$ cat src/rtl/branch_update_queue.sv
// branch_update_queue: in-order tracker for predicted branches between fetch
// and the predictor update port. Fetch allocates up to two entries per cycle,
// execute resolves them out of order by tag, and resolved entries drain in
// program order (up to two per cycle) onto registered update outputs. A wrong
// prediction at drain raises a one-cycle redirect and squashes younger entries.
// Optional statistics counters are enabled by defining BUQ_STATS_EN.
module branch_update_queue #(
    parameter int DEPTH = 16,
    parameter int TAG_W = $clog2(DEPTH)
) (
    input  logic                  clock,
    input  logic                  reset,
    input  logic [1:0]            alloc_valid,
    input  logic [1:0][31:0]      alloc_PC,
    input  logic [1:0]            alloc_pred_dir,
    input  logic [1:0][31:0]      alloc_pred_target,
    output logic                  alloc_ready,
    output logic [1:0][TAG_W-1:0] alloc_tag,
    input  logic [1:0]            resolve_valid,
    input  logic [1:0][TAG_W-1:0] resolve_tag,
    input  logic [1:0]            resolve_dir,
    input  logic [1:0][31:0]      resolve_target,
    output logic [1:0]            valid_update,
    output logic [1:0][31:0]      PC_update,
    output logic [1:0]            direction_update,
    output logic [1:0][31:0]      target_update,
    output logic                  mispredict,
    output logic [31:0]           redirect_PC,
    output logic [TAG_W:0]        count,
    output logic [31:0]           stat_branches,
    output logic [31:0]           stat_mispredicts
);

    // A taken branch must also match its target; a not-taken one only its direction.
    function automatic logic is_mispred(input logic pdir, input logic adir,
                                        input logic [31:0] ptgt, input logic [31:0] atgt);
        return (pdir != adir) || (adir && (ptgt != atgt));
    endfunction

    function automatic logic [31:0] redirect_of(input logic adir, input logic [31:0] pc,
                                                input logic [31:0] atgt);
        return adir ? atgt : pc + 32'd4;
    endfunction

    logic [DEPTH-1:0] valid_q, valid_d, resolved_q, resolved_d;
    logic [31:0]      pc_q   [DEPTH];
    logic             pdir_q [DEPTH];
    logic [31:0]      ptgt_q [DEPTH];
    logic             adir_q [DEPTH];
    logic [31:0]      atgt_q [DEPTH];

    logic [TAG_W-1:0] head_q, head_d, tail_q, tail_d, h0, h1;
    logic [TAG_W:0]   count_q, count_d, n_alloc, n_drain;
    logic [1:0]       alloc_en;
    logic             drain0, drain1, mis0, mis1, squash;

    logic [1:0]       vupd_q;
    logic [1:0][31:0] pcupd_q, tgtupd_q;
    logic [1:0]       dirupd_q;
    logic             mispredict_q;
    logic [31:0]      redirect_q;

    // Allocation, drain selection and next pointer/occupancy state.
    always_comb begin
        alloc_ready  = (count_q <= (TAG_W+1)'(DEPTH - 2));
        alloc_tag[0] = tail_q;
        alloc_tag[1] = alloc_valid[0] ? tail_q + TAG_W'(1) : tail_q;
        alloc_en     = alloc_valid & {2{alloc_ready}};

        h0     = head_q;
        h1     = head_q + TAG_W'(1);
        drain0 = valid_q[h0] && resolved_q[h0];
        mis0   = drain0 && is_mispred(pdir_q[h0], adir_q[h0], ptgt_q[h0], atgt_q[h0]);
        drain1 = drain0 && !mis0 && valid_q[h1] && resolved_q[h1];
        mis1   = drain1 && is_mispred(pdir_q[h1], adir_q[h1], ptgt_q[h1], atgt_q[h1]);
        squash = mis0 || mis1;

        n_alloc = (TAG_W+1)'(alloc_en[0]) + (TAG_W+1)'(alloc_en[1]);
        n_drain = (TAG_W+1)'(drain0) + (TAG_W+1)'(drain1);
        head_d  = head_q + TAG_W'(n_drain);
        tail_d  = squash ? head_d : tail_q + TAG_W'(n_alloc);
        count_d = squash ? '0 : count_q + n_alloc - n_drain;

        valid_d    = valid_q;
        resolved_d = resolved_q;
        if (drain0) valid_d[h0] = 1'b0;
        if (drain1) valid_d[h1] = 1'b0;
        if (squash) begin
            // Everything younger than the mispredicted entry is discarded.
            valid_d = '0;
        end else begin
            for (int s = 0; s < 2; s++) begin
                if (resolve_valid[s] && valid_q[resolve_tag[s]])
                    resolved_d[resolve_tag[s]] = 1'b1;
            end
            for (int s = 0; s < 2; s++) begin
                if (alloc_en[s]) begin
                    valid_d[alloc_tag[s]]    = 1'b1;
                    resolved_d[alloc_tag[s]] = 1'b0;
                end
            end
        end
    end

    // Control state and registered update/redirect outputs.
    always_ff @(posedge clock) begin
        if (reset) begin
            valid_q      <= '0;
            resolved_q   <= '0;
            head_q       <= '0;
            tail_q       <= '0;
            count_q      <= '0;
            vupd_q       <= '0;
            pcupd_q      <= '0;
            dirupd_q     <= '0;
            tgtupd_q     <= '0;
            mispredict_q <= 1'b0;
            redirect_q   <= '0;
        end else begin
            valid_q      <= valid_d;
            resolved_q   <= resolved_d;
            head_q       <= head_d;
            tail_q       <= tail_d;
            count_q      <= count_d;
            vupd_q       <= {drain1, drain0};
            pcupd_q[0]   <= drain0 ? pc_q[h0]   : 32'd0;
            dirupd_q[0]  <= drain0 ? adir_q[h0] : 1'b0;
            tgtupd_q[0]  <= drain0 ? atgt_q[h0] : 32'd0;
            pcupd_q[1]   <= drain1 ? pc_q[h1]   : 32'd0;
            dirupd_q[1]  <= drain1 ? adir_q[h1] : 1'b0;
            tgtupd_q[1]  <= drain1 ? atgt_q[h1] : 32'd0;
            mispredict_q <= squash;
            redirect_q   <= mis0 ? redirect_of(adir_q[h0], pc_q[h0], atgt_q[h0]) :
                            mis1 ? redirect_of(adir_q[h1], pc_q[h1], atgt_q[h1]) : 32'd0;
        end
    end

    // Entry payload; only meaningful while the entry's valid bit is set.
    always_ff @(posedge clock) begin
        for (int s = 0; s < 2; s++) begin
            if (resolve_valid[s] && valid_q[resolve_tag[s]]) begin
                adir_q[resolve_tag[s]] <= resolve_dir[s];
                atgt_q[resolve_tag[s]] <= resolve_target[s];
            end
        end
        for (int s = 0; s < 2; s++) begin
            if (alloc_en[s]) begin
                pc_q[alloc_tag[s]]   <= alloc_PC[s];
                pdir_q[alloc_tag[s]] <= alloc_pred_dir[s];
                ptgt_q[alloc_tag[s]] <= alloc_pred_target[s];
            end
        end
    end

    assign valid_update     = vupd_q;
    assign PC_update        = pcupd_q;
    assign direction_update = dirupd_q;
    assign target_update    = tgtupd_q;
    assign mispredict       = mispredict_q;
    assign redirect_PC      = redirect_q;
    assign count            = count_q;

`ifdef BUQ_STATS_EN
    logic [31:0] stat_br_q, stat_mis_q;

    // Drained-branch and mispredict counters, free-running with wrap.
    always_ff @(posedge clock) begin
        if (reset) begin
            stat_br_q  <= '0;
            stat_mis_q <= '0;
        end else begin
            stat_br_q  <= stat_br_q + 32'(n_drain);
            stat_mis_q <= stat_mis_q + 32'(squash);
        end
    end

    assign stat_branches    = stat_br_q;
    assign stat_mispredicts = stat_mis_q;
`else
    assign stat_branches    = 32'd0;
    assign stat_mispredicts = 32'd0;
`endif

endmodule
$ cat config.mk
export PLATFORM = sky130hd
export DESIGN_NAME = branch_update_queue
export DESIGN_NICKNAME = d
export VERILOG_FILES = /design/src/rtl/branch_update_queue.sv
export SDC_FILE = /design/constraint.sdc
export NUM_CORES = 2
export LEC_CHECK = 0
export CAP_MARGIN = 20
export CORE_ASPECT_RATIO = 1.5
export CORE_MARGIN = 5
export CORE_UTILIZATION = 60
export CTS_BUF_LIST = sky130_fd_sc_hd__clkbuf_16
export DETAILED_ROUTE_END_ITERATION = 8
export PLACE_DENSITY = 0.79
export SETUP_SLACK_MARGIN = 0.05
export SLEW_MARGIN = 20
export SYNTH_ARGS = -nofsm -noshare
export SYNTH_HDL_FRONTEND = slang
export SYNTH_SLANG_ARGS = --single-unit
$ cat constraint.sdc
create_clock -name clock -period 7.9 [get_ports clock]
set_input_delay 0.79 -clock clock [delete_from_list [all_inputs] [get_ports clock]]
set_output_delay 0.79 -clock clock [all_outputs]
set_load 0.02 [all_outputs]
* Word-level counts from Yosys, hierarchy flattened *
Memories as Yosys holds them, arrays and structs flattened. A register that Yosys moved wholly into a read port is not among the register bits.
Index checks and enable logic that the tools add are counted.

word-level totals
  flip-flop bits (word level) = 210
  RAM bits = 1,568
  bits of input ports = 210
  output and inout port bits = 243
  logic and storage cells = 139
  memories kept = 5

operators by class
  $add $sub $neg = 10
  order comparisons = 13
  eq/ne operators = 4
  multiplexer cells = 55
  bitwise gates (word level) = 15
  reduce and logical (&&, ||, !) cells = 23

memories
  memory  words  width  read ports  clocked after memory_dff  write ports  line  source
  atgt_q  16     32     2           1                         2            50    logic [31:0] atgt_q [DEPTH];
  pc_q    16     32     2           1                         2            46    logic [31:0] pc_q [DEPTH];
  ptgt_q  16     32     2           1                         2            48    logic [31:0] ptgt_q [DEPTH];
  adir_q  16     1      2           1                         2            49    logic adir_q [DEPTH];
  pdir_q  16     1      2           1                         2            47    logic pdir_q [DEPTH];

operators by type and width
  cell                                                            number
  2-to-1 mux 16 bit                                               12
  2-to-1 mux 32 bit                                               4
  adder 32 x 3 -> 32 bit, second input constant                   2
  AND 16 bit                                                      4
  inequality test 32 bit                                          2
  inverter 16 bit                                                 4
  OR 16 bit                                                       4
  less-than comparator 4 x 5 -> 1 bit, second input constant      6
  2-to-1 mux 4 bit                                                7
  binary-select mux 1 bit (select 4 bit)                          6
  demux 1 bit (select 4 bit)                                      6
  >= comparator 4 x 1 -> 1 bit, second input constant             6
  2-to-1 mux 1 bit                                                20
  logical AND 1 bit                                               16
  adder 4 x 1 -> 4 bit, second input constant                     2
  adder 4 x 2 -> 4 bit                                            2
  OR reduction 2 bit                                              3
  adder 5 x 2 -> 5 bit                                            1
  less-or-equal comparator 5 x 4 -> 1 bit, second input constant  1
  subtractor 5 x 2 -> 5 bit                                       1
  adder 1 x 1 -> 2 bit                                            2
  logical OR 1 bit                                                3
  AND 2 bit                                                       1
  inequality test 1 bit                                           2
  other kinds (2)                                                 3

* Longest topological paths before layout *
  word-level depth = 19
  mapped depth = 29
  mapped depth without buffers = 18

* Worst setup path after synthesis *
Ideal clock, no wire load.

  kind = register to register
  start point = register head_q[0], in the netlist h0[0]
  end point = register count_q[4], in the netlist count[4]
  arrival time = 5.544 ns
  required time = 7.772 ns
  setup slack = 2.228 ns
  stages on the path, launching flop included = 29
  buffers on the path = 12
  period minus slack after synthesis = 5.672 ns
  cell sequence = dfxtp_1 buf_6 buf_8 buf_8 buf_12 buf_12 buf_12 buf_12 inv_1 ha_1 buf_2 buf_4 buf_2 clkbuf_1 buf_1 o21ai_0 mux4_2 nand2_1 a211o_1 inv_1 ha_1 ha_1 inv_1 ha_1 fa_1 a21o_1 a21oi_1 xor2_1 nor2_1

on the way
  longest elaborated chain between the ends = 11
  elaborated cells on any way between the ends = 28

RTL lines
  element                                                            line  source
  from (decl)                                                        52    logic [TAG_W-1:0] head_q, head_d, tail_q, tail_d, h0, h1;
  from (signal assigned)                                             110   head_q <= '0;
  from (signal assigned)                                             122   head_q <= head_d;
  branches (longest 7 deep; another with adder 4 x 1 -> 4 bit)       --
  logical AND 1 bit *                                                74    drain1 = drain0 && !mis0 && valid_q[h1] && resolved_q[h1];
  net drain1                                                         55    logic drain0, drain1, mis0, mis1, squash;
  branches (longest 3 deep; another with subtractor 5 x 2 -> 5 bit)  --
  to (signal assigned)                                               124   count_q <= count_d;
  to (decl)                                                          53    logic [TAG_W:0] count_q, count_d, n_alloc, n_drain;

Mark *: on every way through the listed nets, which the timed path passes. The select of a mux whose other input is x is not followed.
A chain may end at the register's enable or synchronous reset.

* Worst setup path after layout *
  start point = register head_q[1], in the netlist h0[1]
  end point = register count_q[4], in the netlist count[4]

The elaborated chain is that of the path after synthesis.

==> key figures <==
Clock tree
  – Setup bufs post-CTS: 0
  – TritonCTS clock tree: done
  – Clock sinks: 1778
  – Clock transition at path regs: 0.06 ns
  – Worst skew pair latency: 0.86 ns
  – CTS resizes: 0
  – CTS Buf Count: 171
  – Max Root-Sink Buffers: 3
  – H-tree levels: 4
  – Root Buffer: clkbuf_16
  – CTS Hold Buffers Added: 0

Synthesis
  – Post-synth cell types: 68
  – Asr flop ratio synth: 0%
  – Post-synth EDFFs: 1568
  – Syn Inst Count: 6235
  – Top_reg_cell synth: edfxtp_1
  – Ys Warns: 0
  – Seq cells post-synth: 1778
  – Top cell type's share of synthesized area: 46.5%
  – Mapped Area: 101000 um2
  – Mean Syn Cell Area: 16.2 um2
  – Sequential share of the synthesized area: 50.6%
  – Top cells by area, synth: edfxtp_1, mux4_2, mux2_2, dfxtp_1, clkbuf_1
  – Synth area leader: edfxtp_1

Worst hold path
  – Hold WC Path Type: reg -> reg

Timing
  – Crit path time final: 7.00 ns
  – Fin. Hold Viols: 0
  – Final Skew: 0.0478 ns
  – Fmax: 0.143 GHz
  – Setup slack after layout: 0.900 ns
  – Sum Neg Setup Slack: 0 ns
  – Slew headroom: 13.3%
  – Final Setup Violations: 0
  – Unrepaired setup endpoints after global routing: no
  – Final Max Slew Viols: 0
  – Slew @ Worst Pin: 1.26 ns
  – Final period util: 88.6%

Detailed routing
  – Routed WL: 346000 um
  – Initial drt markers: 9901
  – DR pass1 iterations: 8
  – DR vias: 66438
  – DRC errors left: 0
  – Vias/cell: 7.58
  – Drt wl/cell: 39.5 um
  – Detail Route Antenna Nets: 0

Floorplan
  – Die height: 513 um
  – Top Ports: 453
  – Die W: 345 um
  – Starting Density: 60.3%
  – DIE AREA: 177000 um2
  – Core Box Area: 168000 um2
  – Row count: 184

GRT
  – Global-route wire length before repair: 488000 um
  – Pin count of the biggest net entering global routing: 141
  – Antenna violations before repair: 86
  – GRT overflow: 0
  – Gr usage total: 38.3%
  – Vias in the first global route: 66813

Worst setup path
  – Critical Path RT: 8.59 ns
  – Crit-path slowest cell: dfxtp_4
  – Worst R2R Setup Slack: 0.90 ns
  – Critical Path Source Type: flip-flop
  – CP peak stage delay: 0.82 ns
  – CP endpoint kind: flip-flop
  – CP arrival: 7.69 ns
  – Cell chain of the critical path: buf_12, mux4_2, a22o_1, a221oi_1, xnor2_1, nor4_2, and4_1, a31oi_2, a211o_1, inv_1, ha_1, ha_1, inv_1, ha_1, fa_1, a21o_1, a21oi_1, xor2_1, nor2_1
  – Most frequent CP cell: ha_1
  – Crit-path max FO: 75
  – Crit path kind: reg -> reg

Finish
  – Final core utilization: 67.0%
  – Layout cells sized above 1: 46.3%
  – Fin nets: 6567
  – Area growth from synthesis to layout: 11.0%
  – Post-route cell area: 112000 um2

Placement
  – GPL Wtd Cong: 0.909
  – Pre-CTS setup slack: 1.11 ns
  – Final HPWL from detailed placement: 211000 um
  – Area post-placement: 107000 um2
  – Buffers on Ports: 388

Power
  – Power per cell area: 208 nW/um2
  – Leak pwr: 35.2 nW
  – Maximum VDD drop: 241 uV

Status
  – Outcome: complete, no violations

Flow run
  – Maxcap violations: 0
sequential cells by signal, summed over array words and instances (netlist names):
name and flops:
ptgt_q 512, adir_q 16, mispredict 1, valid_q 16, pc_q 512, tail_q 4
PC_update 64, resolved_q 16, redirect_PC 32, valid_update 2, pdir_q 16, h0 4
direction_update 2, target_update 64, atgt_q 512, count 5
worst max-delay path: cells and delay by family (launching register included):
kind	cells	cell delay, ns
multiplexers	1	0.40
AND/OR/NAND/NOR	3	1.13
XOR/XNOR	2	0.38
buffers and inverters	3	0.64
AO/OA/AOI/OAI	6	2.10
flip-flops	1	0.82
adder cells (fa/ha/maj)	4	1.22
where the power goes:
part           internal, W  switching (W)  leakage (nW)  total (W)
sequential          0.0109       0.000267          15.9     0.0112
combinational      0.00162        0.00235          16.4    0.00397
clock              0.00451        0.00376          2.89    0.00827
total               0.0170        0.00637          35.2     0.0234
final timing paths:
path,start,endpoint,cells past startpoint
max,h0[1],count[4],19
min,resolved_q[8],resolved_q[8],2
max reg2reg,h0[1],count[4],19
min reg2reg,resolved_q[8],resolved_q[8],2
cells in the mapped netlist, types with 76 or more instances:
master    instances
a22oi_1          85
and2_1           78
buf_2           107
buf_4            92
clkbuf_1        426
dfxtp_1         210
edfxtp_1       1568
mux2_2         1577
mux2i_1         157
mux4_2          868
nand2_1         182
nor2_1           96
xnor2_1          76
logic make-up after synthesis:
kind of cell	share of synthesized area [%]
other	0.00370
muxes	38.7
adders and majority gates	0.363
DFF	50.6
and+or+nand+nor	3.00
AOI/OAI and AO/OA	2.12
buffers and inverters	4.12
xor gates and xnor gates	1.10
area by class of cell:
cell class	instances	area (um2)
well taps	2232	2790
clock buffers	186	4650
repair buffers	581	5700
fillers	11309	55400
clock inverters	132	903
inverters	51	231
diodes	56	140
multi-input cells	3747	46700
flip-flops and latches	1778	51300
metrics by stage:
stage | total power (W) | hold slack, ns | cells
final | 0.0234 | 0.509 | 8763
after global routing | 0.0239 | 0.544 | 8725
after CTS | 0.0233 | 0.512 | 8707
after detailed placement | 0.0152 | 0.496 | 8389
after global placement | 0.0151 | 0.484 | 8387
after floorplan | 0.0137 | 0.462 | 6298
per-layer routing:
metal | global-route usage, % | vias up | wire (um)
met5 | 0 | - | 423
met4 | 23.2 | 60 | 24600
met3 | 12.8 | 1383 | 49500
met2 | 59.7 | 5666 | 160000
met1 | 46.9 | 34019 | 112000
li1 | - | 25310 | -
placed cells by master, fill, tap and decap left out, types with 22 or more instances in the layout:
master	Yosys	layout
mux2_2	1577	1577
edfxtp_1	1568	1568
mux4_2	868	867
clkdlybuf4s50_1	0	388
dfxtp_1	210	206
clkbuf_16	0	186
nand2_1	182	181
buf_4	92	164
mux2i_1	157	156
a22oi_1	85	85
inv_1	50	77
and2_1	78	77
xnor2_1	76	75
a21oi_1	75	74
nor2_1	96	70
conb_1	1	64
nand3_1	63	57
diode_2	0	56
nor2b_1	56	54
xor2_1	49	47
o21ai_0	36	32
o22ai_1	42	32
clkinv_1	0	32
a221oi_1	30	30
buf_12	25	28
clkinv_2	0	27
nor2_4	0	26
nand2b_1	26	24
ha_1	23	22
Note: power is estimated with default switching activity, not from simulation.
